$ cat src/rtl/scale_factor_ctrl_if.sv
// rtl/scale_factor_ctrl_if.sv - estimate input and calculator request/response signals
interface scale_factor_ctrl_if #(
   parameter int FUNDAMENTAL_WIDTH = 38,
   parameter int SCALE_WIDTH       = 24
);
   // pitch detector -> controller
   logic [FUNDAMENTAL_WIDTH-1:0] est_fundamental;
   logic                         est_valid;
   logic                         est_ready;
   // controller <-> scale-factor calculator
   logic [FUNDAMENTAL_WIDTH-1:0] sf_fundamental;
   logic                         sf_fundamental_valid;
   logic [SCALE_WIDTH-1:0]       sf_factor;
   logic                         sf_factor_valid;

   // controller side
   modport master (
      input  est_fundamental,
      input  est_valid,
      output est_ready,
      output sf_fundamental,
      output sf_fundamental_valid,
      input  sf_factor,
      input  sf_factor_valid
   );

   // pitch detector / calculator side
   modport slave (
      output est_fundamental,
      output est_valid,
      input  est_ready,
      input  sf_fundamental,
      input  sf_fundamental_valid,
      output sf_factor,
      output sf_factor_valid
   );
endinterface

$ cat src/rtl/scale_factor_ctrl.sv
// rtl/scale_factor_ctrl.sv - request-side controller and slew-limited playback scale
module scale_factor_ctrl #(
   parameter int                     FUNDAMENTAL_WIDTH = 38,
   parameter int                     SCALE_WIDTH       = 24,
   parameter int                     TIMEOUT_CYCLES    = 128,
   parameter logic [SCALE_WIDTH-1:0] SLEW_STEP         = 24'h000800,
   parameter int                     DRAIN_CYCLES      = 2
) (
   input  logic                   clock,
   input  logic                   reset_n,
   scale_factor_ctrl_if.master    bus,
   input  logic                   sample_tick,
   output logic [SCALE_WIDTH-1:0] scale,
   output logic                   scale_settled,
   output logic                   timeout_err
);

   // 1.0 in unsigned 2Q21
   localparam logic [SCALE_WIDTH-1:0] SCALE_ONE = SCALE_WIDTH'(32'h0020_0000);

   // one counter serves both the request timeout and the drain gap
   localparam int CNT_MAX = (TIMEOUT_CYCLES > DRAIN_CYCLES) ? TIMEOUT_CYCLES : DRAIN_CYCLES;
   localparam int CNT_W   = $clog2(CNT_MAX + 1);
   localparam logic [CNT_W-1:0] TO_LAST    = CNT_W'(TIMEOUT_CYCLES - 1);
   localparam logic [CNT_W-1:0] DRAIN_LAST = CNT_W'(DRAIN_CYCLES - 1);

   typedef enum logic [1:0] {
      S_IDLE    = 2'd0,
      S_REQUEST = 2'd1,
      S_DRAIN   = 2'd2
   } state_t;

   state_t                       r_state;
   state_t                       w_state_nxt;
   logic [CNT_W-1:0]             r_cnt;
   logic [FUNDAMENTAL_WIDTH-1:0] r_sf_fundamental;
   logic                         r_sf_valid;
   logic [SCALE_WIDTH-1:0]       r_target;
   logic [SCALE_WIDTH-1:0]       r_scale;
   logic                         r_timeout_err;

   logic                         w_est_ready;
   logic                         w_accept_zero;
   logic                         w_accept_req;
   logic                         w_capture;
   logic                         w_timeout;
   logic [SCALE_WIDTH:0]         w_diff;
   logic [SCALE_WIDTH:0]         w_mag;
   logic [SCALE_WIDTH-1:0]       w_scale_nxt;

   // state register
   always_ff @(posedge clock or negedge reset_n) begin
      if (!reset_n) begin
         r_state <= S_IDLE;
      end else begin
         r_state <= w_state_nxt;
      end
   end

   // next-state decode and the one-cycle events that steer the datapath
   always_comb begin
      w_state_nxt   = r_state;
      w_est_ready   = 1'b0;
      w_accept_zero = 1'b0;
      w_accept_req  = 1'b0;
      w_capture     = 1'b0;
      w_timeout     = 1'b0;
      case (r_state)
         S_IDLE: begin
            w_est_ready = 1'b1;
            if (bus.est_valid) begin
               if (bus.est_fundamental == '0) begin
                  w_accept_zero = 1'b1;
               end else begin
                  w_accept_req = 1'b1;
                  w_state_nxt  = S_REQUEST;
               end
            end
         end
         S_REQUEST: begin
            if (bus.sf_factor_valid) begin
               w_capture   = 1'b1;
               w_state_nxt = S_DRAIN;
            end else if (r_cnt == TO_LAST) begin
               w_timeout   = 1'b1;
               w_state_nxt = S_DRAIN;
            end
         end
         S_DRAIN: begin
            if (r_cnt == DRAIN_LAST) begin
               w_state_nxt = S_IDLE;
            end
         end
         default: begin
            w_state_nxt = S_IDLE;
         end
      endcase
   end

   // request register, target register, shared counter and timeout pulse
   always_ff @(posedge clock or negedge reset_n) begin
      if (!reset_n) begin
         r_sf_fundamental <= '0;
         r_sf_valid       <= 1'b0;
         r_target         <= SCALE_ONE;
         r_cnt            <= '0;
         r_timeout_err    <= 1'b0;
      end else begin
         r_timeout_err <= w_timeout;

         if (w_accept_req) begin
            r_sf_fundamental <= bus.est_fundamental;
            r_sf_valid       <= 1'b1;
         end else if (w_capture || w_timeout) begin
            r_sf_valid <= 1'b0;
         end

         // a zero estimate means no pitch: fall back to unity playback
         if (w_accept_zero) begin
            r_target <= SCALE_ONE;
         end else if (w_capture && (bus.sf_factor != '0)) begin
            r_target <= bus.sf_factor;
         end

         if (w_accept_req || w_capture || w_timeout) begin
            r_cnt <= '0;
         end else if (r_state != S_IDLE) begin
            r_cnt <= r_cnt + 1'b1;
         end
      end
   end

   // distance to target and the clamped one-step move toward it
   always_comb begin
      w_diff = {1'b0, r_target} - {1'b0, r_scale};
      w_mag  = w_diff[SCALE_WIDTH] ? (~w_diff + 1'b1) : w_diff;
      if (w_mag <= {1'b0, SLEW_STEP}) begin
         w_scale_nxt = r_target;
      end else if (w_diff[SCALE_WIDTH]) begin
         w_scale_nxt = r_scale - SLEW_STEP;
      end else begin
         w_scale_nxt = r_scale + SLEW_STEP;
      end
   end

   // playback scale advances only on the audio-rate tick
   always_ff @(posedge clock or negedge reset_n) begin
      if (!reset_n) begin
         r_scale <= SCALE_ONE;
      end else if (sample_tick) begin
         r_scale <= w_scale_nxt;
      end
   end

   assign bus.est_ready            = w_est_ready;
   assign bus.sf_fundamental       = r_sf_fundamental;
   assign bus.sf_fundamental_valid = r_sf_valid;
   assign scale                    = r_scale;
   assign scale_settled            = (r_scale == r_target);
   assign timeout_err              = r_timeout_err;

endmodule

$ cat src/flat_wrapper.sv
// flat-port wrapper written by rule: the top's interface ports become plain ports
module scale_factor_ctrl_flat 
#(
   parameter int                     FUNDAMENTAL_WIDTH = 38,
   parameter int                     SCALE_WIDTH       = 24,
   parameter int                     TIMEOUT_CYCLES    = 128,
   parameter logic [SCALE_WIDTH-1:0] SLEW_STEP         = 24'h000800,
   parameter int                     DRAIN_CYCLES      = 2
)
  (clock, reset_n, sample_tick, scale, scale_settled, timeout_err, bus_est_fundamental, bus_est_valid, bus_est_ready, bus_sf_fundamental, bus_sf_fundamental_valid, bus_sf_factor, bus_sf_factor_valid);
  scale_factor_ctrl_if #(.FUNDAMENTAL_WIDTH(FUNDAMENTAL_WIDTH), .SCALE_WIDTH(SCALE_WIDTH)) bus_i ();
  input  logic clock;
  input  logic reset_n;
  input  logic sample_tick;
  output logic [SCALE_WIDTH-1:0] scale;
  output logic scale_settled;
  output logic timeout_err;
  input wire logic [$bits(bus_i.est_fundamental)-1:0] bus_est_fundamental;
  input wire logic [$bits(bus_i.est_valid)-1:0] bus_est_valid;
  output wire logic [$bits(bus_i.est_ready)-1:0] bus_est_ready;
  output wire logic [$bits(bus_i.sf_fundamental)-1:0] bus_sf_fundamental;
  output wire logic [$bits(bus_i.sf_fundamental_valid)-1:0] bus_sf_fundamental_valid;
  input wire logic [$bits(bus_i.sf_factor)-1:0] bus_sf_factor;
  input wire logic [$bits(bus_i.sf_factor_valid)-1:0] bus_sf_factor_valid;
  assign bus_i.est_fundamental = bus_est_fundamental;
  assign bus_i.est_valid = bus_est_valid;
  assign bus_est_ready = bus_i.est_ready;
  assign bus_sf_fundamental = bus_i.sf_fundamental;
  assign bus_sf_fundamental_valid = bus_i.sf_fundamental_valid;
  assign bus_i.sf_factor = bus_sf_factor;
  assign bus_i.sf_factor_valid = bus_sf_factor_valid;
  scale_factor_ctrl #(.FUNDAMENTAL_WIDTH(FUNDAMENTAL_WIDTH), .SCALE_WIDTH(SCALE_WIDTH), .TIMEOUT_CYCLES(TIMEOUT_CYCLES), .SLEW_STEP(SLEW_STEP), .DRAIN_CYCLES(DRAIN_CYCLES)) u_core (.clock(clock), .reset_n(reset_n), .bus(bus_i), .sample_tick(sample_tick), .scale(scale), .scale_settled(scale_settled), .timeout_err(timeout_err));
endmodule
$ cat config.mk
export PLATFORM = sky130hd
export DESIGN_NAME = scale_factor_ctrl_flat
export DESIGN_NICKNAME = d
export VERILOG_FILES = /design/src/rtl/scale_factor_ctrl_if.sv /design/src/rtl/scale_factor_ctrl.sv /design/src/flat_wrapper.sv
export SDC_FILE = /design/constraint.sdc
export NUM_CORES = 1
export LEC_CHECK = 0
export ABC_AREA = 1
export BUFFER_PORTS_ARGS = -buffer_cell sky130_fd_sc_hd__buf_2
export CAP_MARGIN = 20
export CELL_PAD_IN_SITES_DETAIL_PLACEMENT = 0
export CELL_PAD_IN_SITES_GLOBAL_PLACEMENT = 1
export CORE_MARGIN = 2
export CORE_UTILIZATION = 43
export CTS_BUF_LIST = sky130_fd_sc_hd__clkbuf_16
export DETAILED_ROUTE_END_ITERATION = 7
export PLACE_DENSITY = 0.9
export SYNTH_ARGS = -nofsm -noshare
export SYNTH_HDL_FRONTEND = slang
export SYNTH_SLANG_ARGS = --single-unit
$ cat constraint.sdc
create_clock -name clock -period 9.75 [get_ports clock]
set_input_delay 1.95 -clock clock [delete_from_list [all_inputs] [get_ports clock]]
set_output_delay 1.95 -clock clock [all_outputs]
set_load 0.02 [all_outputs]
==> out/results.tsv <==
stage	metric	value	unit
run_status	status	completed	
final_layout	# diodes	0	
grt	initial antenna violation count	0	
grt	vias in the first global route	7286	
critical_path	crit path DAT	4620	ps
timing	unrepaired setup endpoints after global routing	false	
place	placed cells	1536	
power	Psw	0.368	mW
critical_path	Critical-path top delay cell	nor2_4	
clock_tree	Clock Path Buffers	2	
synth	Synth Area in Compound Gates	0.0884	
critical_path	Worst Path Buf+Inv	4	
power	total power divided by cell area	124	nW/um^2
critical_path	CP max stage delay	810	ps
power	switching part of the total power	0.333	
grt	first-pass GRT wire length	35300	um
clock_tree	Sink Count	98	
die	core area	17800	sq um
detailed_routing	Antenna Nets Post-Route	0	
synth	fraction of registers with async set/reset	1.00	
clock_tree	Hold Buf Count CTS	0	
detailed_routing	DRT Wirelength	21200	um
place	RD Place Congestion	0.897	
place	DP Worst Slack	5160	ps
final_layout	Non-Filler Instances	1552	
grt	largest net degree at the start of global routing	79	
synth	Synth Warn #	0	
critical_path	critical path peak fanout	46	
power	register share of total power	0.387	
die	Die Span X	138	um
timing	skew final	10.3	ps
critical_path	Setup crit start kind	flop	
power	Peak supply drop	0.000117	V
synth	Syn Nets	1304	
synth	mux share of post-synthesis cell area	0.00129	
synth	Synth Area in Adders	0.0665	
synth	Mapped Avg Cell Area	6.48	sq um
clock_tree	post-CTS setup buffer count	0	
synth	Cells after Synth	1197	
final_layout	final core occ	0.501	
clock_tree	Inserted Clock Buffers	9	
timing	setup ws final	5350	ps
timing	setup tns final	0	ps
power	combinational share of power	0.253	
synth	Yosys reg bits	98	
synth	Post-Syn Area	7750	sq um
timing	max-slew violations	0	
detailed_routing	vias per cell	5.01	
clock_tree	CTS tree	built	
power	internal power	0.737	mW
clock_tree	Clk Latency, worst-skew pair	350	ps
critical_path	kind of critical path	reg2reg	
detailed_routing	vias post-DR	7775	
final_layout	layout cells sized above 1	0.160	
clock_tree	depth of the CTS H-tree	3	
power	LEAKAGE	4.91	nW
detailed_routing	# DRC	0	
synth	ranking of synthesized cells by area	dfrtp_1 31%, nand2_1 18%, inv_1 11%	
grt	gr ovfl total	0	
synth	XOR/XNOR Fraction of Synth Area	0.0169	
synth	area leader, netlist	dfrtp_1	
timing	Hold Vio Cnt, Final	0	
die	die area	19100	sq um
timing	final setup violation count	0	
worst_hold_path	worst hold path class	reg2reg	
synth	top-area cell type share of the netlist area	0.310	
synth	Synth Area in Simple Gates	0.376	
synth	number of synthesized flops with an enable pin	0	
timing	Slew Limit Headroom	0.285	
critical_path	CP Capture Type	flop	
die	Boundary Pins	133	
timing	fin crit period	4400	ps
final_layout	most common cell after layout, fill and taps aside	nand2_1	
timing	Max Clock Freq	227	MHz
detailed_routing	DR pass1 iterations	5	
synth	synth unique cells	41	
final_layout	Layout Nets	1425	
detailed_routing	DR iter-0 viols	501	
place	Post-DP HPWL	17300	um
critical_path	CP top delay family	simple AND/OR/NAND/NOR gates	
die	row count	49	
synth	sequential share of the synthesized area	0.317	
power	clock group share of total power	0.360	
final_layout	synthesis-to-finish area growth	15.2	%
run	MaxCap Viol Count	0	
grt	total track usage	0.222	
place	Port Buffers	132	
synth	dominant synthesized flop cell	dfrtp_1	
critical_path	Worst Path Required	9970	ps
detailed_routing	routed len/inst	13.6	um
timing	worst hold slack	484	ps
final_layout	most frequent cells in the layout	363 x nand2_1, 225 x inv_1, 132 x nand3_1	
critical_path	CP Cell Sequence	inv_1 > ha_1 > fa_1 > inv_1 > nand3_1 > nand2_1 > nand2_1 > nand2_1 > nand3_2 > inv_2 > nor2_4 > ha_1 > a21oi_1 > nand2_1 > a21oi_1 > inv_1 > a21oi_1 > o21bai_1 > a21oi_1 > o21ai_0 > xor2_1 > nand3_1 > nand3_1	
clock_tree	post-CTS sizing	0	
die	Starting Density	0.435	
clock_tree	Worst-path clk slew	80	ps
synth	largest family of logic cells by synthesized area	simple AND/OR/NAND/NOR gates	
timing	actual slew at the worst max-slew pin	1070	ps
die	Chip Height	138	um
clock_tree	Clock Tree Root	clkbuf_16	
timing	fin crit share	0.451	
==> tightest hold or removal path, stage by stage (launching register included) <==
cell and delay (ps):
dfrtp_1 350, nand2_1 50, nand2_1 50
==> worst paths after layout <==
check	start	endpoint	depth (start not counted)	slack [ps]
setup reg to reg	u_core.r_target[0]	u_core.scale[22]	23	5350
hold reg to reg	u_core.bus.sf_fundamental_valid	u_core.bus.sf_fundamental_valid	2	480
min in group asynchronous	reset_n	u_core.bus.sf_fundamental[16]	1	1490
max in group asynchronous	reset_n	u_core.scale[7]	2	6980
setup / recovery	u_core.r_target[0]	u_core.scale[22]	23	5350
hold / removal	u_core.bus.sf_fundamental_valid	u_core.bus.sf_fundamental_valid	2	480
==> cell type report <==
type	instances	area, sq um
clock buffers	9	225
clock inverters	7	110
multi-input cells	834	4270
flip-flops and latches	98	2450
well taps	229	287
repair buffers	135	686
inverters	240	901
fillers	1841	8910
==> synth_stat cells (4+ instances only) <==
library cell / count
nand3b_1: 4
nand3_2: 4
nand3_1: 133
nor2_4: 5
xor2_1: 11
buf_6: 5
nand2_2: 17
a211oi_1: 4
nor4_1: 7
clkbuf_1: 16
nor2_2: 12
dfrtp_1: 96
inv_2: 13
nand4_1: 30
nor2_1: 64
o21ai_0: 52
nand2_1: 363
o22ai_1: 24
xnor2_1: 4
o21bai_1: 4
nor3_1: 7
ha_1: 38
a21oi_1: 32
inv_1: 225
==> state kept, by name, indices dropped and copies added (netlist names) <==
signal and count:
u_core.r_target 24, u_core.r_cnt 8, u_core.bus.sf_fundamental 38, u_core.timeout_err 1, u_core.bus.sf_fundamental_valid 1, u_core.r_state 2
u_core.scale 24
==> per-stage QoR <==
stage | instance area (sq um) | power (mW)
global route | 8930 | 1.16
detailed placement | 8600 | 0.715
global placement | 8600 | 0.713
finish | 8930 | 1.10
CTS | 8930 | 1.11
floorplan | 7750 | 0.627
==> metal layers <==
metal	GRT usage	up-vias	part of all wire
met3	0.0426	16	0.060
met4	0.0414	0	0.011
li1	-	4041	-
met2	0.388	202	0.48
met1	0.288	3516	0.45
met5	0	-	0
==> power by group through the flow <==
stage	Sequential, mW	Clock [mW]	Combinational, mW
after floorplan	0.442	0	0.185
after global placement	0.434	0	0.278
after detailed placement	0.435	0	0.279
after CTS	0.427	0.402	0.280
after global routing	0.428	0.419	0.318
final	0.427	0.397	0.280
==> cells by family after synthesis <==
kind of cell	Yosys count
buffers and inverters	265
adder cells (fa/ha/maj)	40
flip-flops	98
XOR/XNOR	15
AND/OR/NAND/NOR	654
AO/OA/AOI/OAI	124
multiplexers	1
Note: power is estimated with default switching activity, not from simulation.
